`config.mk`:
```
export PLATFORM = sky130hd
export DESIGN_NAME = link_serializer
export DESIGN_NICKNAME = d
export VERILOG_FILES = /design/src/rtl/link_serializer.sv
export SDC_FILE = /design/constraint.sdc
export NUM_CORES = 1
export LEC_CHECK = 0
export CORE_MARGIN = 2
export CORE_UTILIZATION = 56
export DETAILED_ROUTE_END_ITERATION = 8
export PLACE_DENSITY = 0.85
export SLEW_MARGIN = 10
export SYNTH_ARGS = -nofsm -noshare
export SYNTH_HDL_FRONTEND = slang
export SYNTH_SLANG_ARGS = --single-unit
```
`constraint.sdc`:
```
create_clock -name clk -period 3.9 [get_ports clk]
set_input_delay 0.585 -clock clk [delete_from_list [all_inputs] [get_ports clk]]
set_output_delay 0.585 -clock clk [all_outputs]
set_load 0.005 [all_outputs]
```
`src/rtl/link_serializer.sv`:
```
// Async-frame serial transmitter with input FIFO: start, 8 data bits LSB first, stop.
// Define LINK_PARITY_EN to insert an even parity bit before the stop bit.
module link_serializer #(
  parameter int unsigned CLKS_PER_BIT    = 16,
  parameter int unsigned FIFO_DEPTH_LOG2 = 4
) (
  input  logic                     clk,
  input  logic                     reset,
  input  logic                     sending,
  input  logic [7:0]               packetIn,
  output logic                     full,
  output logic                     overflow,
  output logic [FIFO_DEPTH_LOG2:0] fifoCount,
  output logic                     txOut,
  output logic                     txBusy
);

  localparam int unsigned Depth  = 2 ** FIFO_DEPTH_LOG2;
  localparam int unsigned TimerW = $clog2(CLKS_PER_BIT);
  localparam int unsigned PtrW   = FIFO_DEPTH_LOG2;
  localparam int unsigned CntW   = FIFO_DEPTH_LOG2 + 1;
  localparam logic [TimerW-1:0] BitLast   = TimerW'(CLKS_PER_BIT - 1);
  localparam logic [CntW-1:0]   CountFull = CntW'(Depth);

  typedef enum logic [2:0] {
    StIdle,
    StStart,
    StData,
`ifdef LINK_PARITY_EN
    StParity,
`endif
    StStop
  } state_e;

  state_e            r_state, w_state_next;
  logic [TimerW-1:0] r_timer;
  logic [2:0]        r_bit_cnt;
  logic [7:0]        r_shift;
  logic [7:0]        r_mem [Depth];
  logic [PtrW-1:0]   r_wr_ptr, r_rd_ptr;
  logic [CntW-1:0]   r_count, w_count_next;
  logic              r_full, r_overflow;
  logic              w_bit_done, w_push, w_pop;
`ifdef LINK_PARITY_EN
  logic              r_parity;
`endif

  assign w_bit_done = (r_timer == BitLast);
  assign w_push     = sending & ~r_full;
  assign full       = r_full;
  assign overflow   = r_overflow;
  assign fifoCount  = r_count;

  // FSM state register
  always_ff @(posedge clk or negedge reset) begin
    if (!reset) r_state <= StIdle;
    else        r_state <= w_state_next;
  end

  // FSM next state; the pop strobe is decided here so STOP can chain straight into START
  always_comb begin
    w_state_next = r_state;
    w_pop        = 1'b0;
    unique case (r_state)
      StIdle: begin
        if (r_count != '0) begin
          w_pop        = 1'b1;
          w_state_next = StStart;
        end
      end
      StStart: if (w_bit_done) w_state_next = StData;
      StData: begin
        if (w_bit_done && (r_bit_cnt == 3'd7)) begin
`ifdef LINK_PARITY_EN
          w_state_next = StParity;
`else
          w_state_next = StStop;
`endif
        end
      end
`ifdef LINK_PARITY_EN
      StParity: if (w_bit_done) w_state_next = StStop;
`endif
      StStop: begin
        if (w_bit_done) begin
          if (r_count != '0) begin
            w_pop        = 1'b1;
            w_state_next = StStart;
          end else begin
            w_state_next = StIdle;
          end
        end
      end
      default: w_state_next = StIdle;
    endcase
  end

  // FSM outputs; txOut is decoded from state so reset forces the line idle at once
  always_comb begin
    txOut = 1'b1;
    unique case (r_state)
      StStart:  txOut = 1'b0;
      StData:   txOut = r_shift[0];
`ifdef LINK_PARITY_EN
      StParity: txOut = r_parity;
`endif
      default:  txOut = 1'b1;
    endcase
    txBusy = (r_state != StIdle) || (r_count != '0);
  end

  always_ff @(posedge clk or negedge reset) begin
    if (!reset) begin
      r_timer   <= '0;
      r_bit_cnt <= '0;
      r_shift   <= '0;
`ifdef LINK_PARITY_EN
      r_parity  <= 1'b0;
`endif
    end else begin
      if (w_pop) begin
        r_shift  <= r_mem[r_rd_ptr];
`ifdef LINK_PARITY_EN
        r_parity <= ^r_mem[r_rd_ptr];
`endif
      end else if ((r_state == StData) && w_bit_done) begin
        r_shift <= r_shift >> 1;
      end
      if ((r_state == StIdle) || w_bit_done) r_timer <= '0;
      else                                   r_timer <= r_timer + TimerW'(1);
      if (r_state != StData)   r_bit_cnt <= '0;
      else if (w_bit_done)     r_bit_cnt <= r_bit_cnt + 3'd1;
    end
  end

  always_ff @(posedge clk) begin
    if (w_push) r_mem[r_wr_ptr] <= packetIn;
  end

  always_comb begin
    w_count_next = r_count;
    unique case ({w_push, w_pop})
      2'b10:   w_count_next = r_count + CntW'(1);
      2'b01:   w_count_next = r_count - CntW'(1);
      default: w_count_next = r_count;
    endcase
  end

  always_ff @(posedge clk or negedge reset) begin
    if (!reset) begin
      r_wr_ptr   <= '0;
      r_rd_ptr   <= '0;
      r_count    <= '0;
      r_full     <= 1'b0;
      r_overflow <= 1'b0;
    end else begin
      if (w_push) r_wr_ptr <= r_wr_ptr + PtrW'(1);
      if (w_pop)  r_rd_ptr <= r_rd_ptr + PtrW'(1);
      r_count    <= w_count_next;
      r_full     <= (w_count_next == CountFull);
      r_overflow <= r_overflow | (sending & r_full);
    end
  end

endmodule

```
==> results of run 1 <==
[flip-flops by register name, indices dropped and copies added, names as in the netlist]
name	cells
r_rd_ptr	4
r_state	2
r_shift	8
r_bit_cnt	3
full	1
fifoCount	5
r_timer	4
overflow	1
r_mem	128
r_wr_ptr	4
[synthesized netlist by cell type (3+ instances only)]
master / instances
mux2_2: 3
xnor2_1: 13
o211ai_1: 3
and2_1: 17
inv_1: 11
nand4_1: 3
nor3b_1: 3
nor2_1: 6
nand2_1: 20
nor3_1: 8
clkbuf_1: 10
buf_2: 6
mux4_2: 33
a21oi_1: 9
mux2i_1: 26
dfrtp_1: 32
ha_1: 14
o21ai_0: 13
edfxtp_1: 128
[where the power goes]
group	internal (mW)	total [mW]	leakage, nW	switching (mW)
logic	0.258	0.584	0.887	0.326
clock network	0.955	1.63	0.285	0.679
registers	2.04	2.17	1.55	0.131
[worst max-delay path, cell delays in order, from the launching register on]
cell and delay (ps):
dfrtp_1 500, or3_1 460, nor3_2 120, buf_4 180, nor3_2 50, buf_4 210, ha_1 470, mux2i_1 350
inv_1 90, or4_1 490, a311oi_2 240
[cells by family (layout without fill, tap and decap cells)]
| kind of cell | Yosys count | count (layout) | synth area share, % |
|---|---|---|---|
| AND/OR/NAND/NOR | 73 | 73 | 5.895 |
| adder cells (fa/ha/maj) | 14 | 14 | 2.547 |
| buffers and inverters | 32 | 69 | 2.220 |
| flip-flops | 160 | 160 | 67.54 |
| XOR/XNOR | 15 | 15 | 1.911 |
| AO/OA/AOI/OAI | 43 | 43 | 4.804 |
| multiplexers | 62 | 62 | 15.08 |
[final cells by class]
type / instances / area share [%]
Tap cell: 147 / 2.360
Multi-Input combinational cell: 207 / 26.74
Timing Repair Buffer: 26 / 3.274
Sequential cell: 160 / 59.60
Clock inverter: 14 / 1.990
Inverter: 11 / 0.5297
Clock buffer: 18 / 5.506
[stage by stage]
stage	total power [mW]	setup slack [ps]	hold WS [ps]	cell area, um2	util (%)
floorplan	2.528	673.8	289.4	6877	-
global placement	2.729	741.2	438.9	7211	60.03
global route	4.552	509.6	492.7	7795	64.90
detailed placement	2.774	628.8	460.2	7211	60.03
CTS	4.413	660.5	473.8	7795	64.90
finish	4.386	644.0	470.9	7795	64.90
[layer usage]
layer,GRT usage [%],routed length (um)
met1,28.39,4977
met2,35.38,6908
met3,6.431,832
met4,7.871,187
met5,0,0
[final timing paths]
check / from / end / cells past startpoint
worst max-delay path: fifoCount[1] / full / 10
worst min register to register: overflow / overflow / 1
worst max register to register: fifoCount[1] / full / 10
max in group asynchronous: reset / r_rd_ptr[0] / 2
min in group asynchronous: reset / full / 1
worst min-delay path: overflow / overflow / 1
==> flow_summary.toml, run 1 <==
[status]
status = "complete, no violations"

[floorplanning]
coreArea_mm2 = 0.01201
die_area_mm2 = 0.01318
start_util_pct = 57.25
rows = 40
ios = 20
die_width_um = 114.8
die_y_um = 114.8

[synthesis]
syn_inst = 399
synth_top_area_share_pct = 55.90
synth-edff-count = 128
synth_top_cell_by_area = "edfxtp_1"
synthTopCellsByArea = "edfxtp_1 (56%), dfrtp_1 (12%), mux4_2 (11%)"
yosysWarnings = 0
ys_seq_elements = 160
synth_cell_types = 49
synthesis.nets = 424
syn_area_mm2 = 0.006877
async_flop_share_pct = 20.00
synth_seq_area_share_pct = 67.54
avgSynthCellArea_um2 = 17.23
ys.flop_type = "edfxtp_1"

[finish]
layout_commonest_cell = "edfxtp_1"
multi_input_area_mm2 = 0.002085
nets = 448
final_cell_mix = "edfxtp_1 (128), mux4_2 (33), dfrtp_1 (31)"
final-seq-area_mm2 = 0.004646
instances_no_fill = 583
n_fill_cell = 790
area.growth.synth_to_final_pct = 13.36
antennaDiodeCount = 0
layout-drive-gt1-share_pct = 19.27

[routing]
drc = 0
first_pass_iters = 4
num_vias = 3600
first_iter_violations = 241
via_per_inst = 6.175
postRouteAntennaNets = 0
routedWlPerCell_um = 22.14
wirelength_mm = 12.91

[clocking]
cts_resized = 0
cts_tree = "built"
clock_sinks = 160
clkLatencyLatePin_ps = 420
clockBufferDepth = 2
h-tree-depth = 4
post_cts_buffers = 0
path_clk_slew_ps = 60
cts_buffers = 17
cts-root-buf = "clkbuf_16"
cts_hold_buf = 0

[critical_path]
crit_path_start_kind = "flop"
critical_path_class = "reg2reg"
cp-end-kind = "flop"
crit_arrival_ps = 3590
crit_required_ps = 4230
critPathMaxFanout = 21
reg2reg_setup_slack_ps = 640

[sta]
setup_viol = 0
relSlewSlack_pct = 25.19
final_max_slew_viol_count = 0
skew_ps = 6.648
period_share_pct = 83.49
final_hold_viol_count = 0
setup_tns_ps = 0
fmax_ghz = 0.3071
min_period_ps = 3256
rsz0062_at_grt = "no"
worst_slew_pin_slew_ps = 1122

[grt]
grt_start_max_net_pins = 33
grt_overflow = 0
grt_pass1_vias = 3783
grt_use_total_pct = 21.77
grt_pass1_wl_mm = 20.73
antenna_found_initial = 0

[worst_hold_path]
hold_path.class = "reg2reg"

[placed_design]
dpl.cell_count = 551
port_buffers = 19
dp_hpwl_mm = 7.957
place_congestion = 0.7933

[pwr]
leakage_nw = 2.724
ir_worst_vdd_uv = 346.8
power.density_mw_per_mm2 = 562.6

[job]
max_cap_viol_count = 0
(Power assumes the default switching activity.)
==> run 2, diff against run 1 <==
Settings changed: CORE_UTILIZATION 56 to 55, PLACE_DENSITY 0.85 to 0.86.
Clock period 3.9 ns to 2.8 ns, I/O delays scaled along.
==> run 2 against run 1 <==
Effect of this change: global-route usage grew 0.058 points; die area grew 1.7%; maximum frequency grew 23%; cell count grew 6.2%; hold slack lost 82 ps; worst setup slack lost 500 ps; critical path type unchanged; largest power group unchanged.
==> flow_summary.toml, run 2 (synthesis results as in run 1) <==
[floorplanning]
die_y_um = 115.8
coreArea_mm2 = 0.01211
ios = 20
die_area_mm2 = 0.01341
die_width_um = 115.8
start_util_pct = 56.78
rows = 40

[finish]
largest_register = "r_mem"
largest_reg_flops = 128
fin_util_pct = 66.11
area.growth.synth_to_final_pct = 16.43
final_cell_mix = "edfxtp_1 (128), mux4_2 (33), dfrtp_1 (31)"
n_fill_cell = 818
nets = 463
layout_commonest_cell = "edfxtp_1"
instances_no_fill = 619
antennaDiodeCount = 0
layout-drive-gt1-share_pct = 24.17

[clocking]
clockBufferDepth = 2
post_cts_buffers = 0
cts-root-buf = "clkbuf_16"
cts_tree = "built"
cts_buffers = 17
path_clk_slew_ps = 70
h-tree-depth = 4
clock_sinks = 160
clkLatencyLatePin_ps = 430

[worst_hold_path]
hold_path.class = "in2async"

[critical_path]
reg2reg_setup_slack_ps = 140
rr_worst_depth = 8
critPathMaxFanout = 11
crit_required_ps = 3140
r2r-end = "full"
crit_path_start_kind = "flop"
crit_arrival_ps = 3000
r2r_start = "r_state[0]"
critical_path_class = "reg2reg"
cp-end-kind = "flop"

[grt]
grtUsageMet3_pct = 4.393
grt_use_met2_pct = 35.95
grt_use_total_pct = 21.83
grt_start_max_net_pins = 33
grt_pass1_wl_mm = 20.77
grt_pass1_vias = 3728
grt_use_met1_pct = 27.54
grt_overflow = 0
antenna_found_initial = 0
grt_busiest_layer = "met2"

[placed_design]
dpl.cell_count = 587
pre_cts_ws_ps = 31.10
port_buffers = 19
dp_hpwl_mm = 8.503
place_congestion = 0.8633

[routing]
first_pass_iters = 5
num_vias = 3663
routedWlPerCell_um = 21.52
wirelength_mm = 13.32
first_iter_violations = 374
postRouteAntennaNets = 0
via_per_inst = 5.918
drc = 0

[pwr]
leakage_nw = 2.810
power.density_mw_per_mm2 = 782.5
ir_worst_vdd_uv = 736.2

[sta]
setup_tns_ps = 0
worst_slew_pin_slew_ps = 842.8
period_share_pct = 94.86
final_hold_viol_count = 0
skew_ps = 10.40
final_max_slew_viol_count = 0
fin_ws_ps = 144.0
min_period_ps = 2656
relSlewSlack_pct = 43.82
fmax_ghz = 0.3765
setup_viol = 0

[job]
max_cap_viol_count = 0

[status]
status = "complete, no violations"
## run 2: changes by cell type in the layout (fill, tap and decap cells not counted), sizes merged
| cell | before | now |
|---|---|---|
| clkbuf | 18 | 17 |
| inv | 17 | 18 |
| bufinv | 2 | 1 |
| buf | 7 | 22 |
| clkinv | 5 | 6 |
## run 2: per-stage QoR
stage	area, um2	hold WS [ps]	total power, mW
floorplan	6923	124.4	3.572
global placement	7377	438.2	3.894
detailed placement	7377	447.0	3.954
CTS	7991	398.8	6.288
global route	8006	437.5	6.482
finish	8006	388.7	6.265
## run 2: critical path: stages, from the launching register on
cell       delay (ps)
dfrtp_1           410
inv_1             100
ha_2              330
nor3_2            310
ha_2              360
nor3b_1           250
o2111ai_1         160
or4_1             440
a311oi_2          200
## run 2: area by class of cell
class                   count  area (um2)  area share [%]
clock buffers              17       425.4           5.313
repair buffers             41       380.4           4.751
well taps                 168       210.2           2.625
clock inverters            15       188.9           2.360
inverters                  11       41.29          0.5157
multi-input cells         207        2115           26.41
flip-flops and latches    160        4646           58.02
## run 2: how the worst max path moves through the flow
stage            startpoint  endpoint
4_1_cts          r_timer[0]      full
3_3_place_gp        sending      full
2_1_floorplan  fifoCount[1]      full
3_5_place_dp        sending      full
6_report         r_state[0]      full
5_1_grt          r_state[0]      full
## run 2: what timing repair did
| action | 4_1_cts | 5_1_grt |
|---|---|---|
| hold buffers | 0 | 0 |
| hold endpoints to repair | 0 | 0 |
| resized for setup | 0 | 5 |
| endpoints found under the setup margin | 0 | 3 |
## run 2: power breakdown
group	switching [mW]	internal, mW
Combinational	0.521	0.426
Clock	1.06	1.28
Sequential	0.136	2.84
Total	1.72	4.55
## run 2: routing by layer
layer | wire length [um] | vias up
met5 | 0 | -
met4 | 478 | 0
met3 | 608 | 36
met2 | 6941 | 128
met1 | 5294 | 1861
li1 | - | 1638
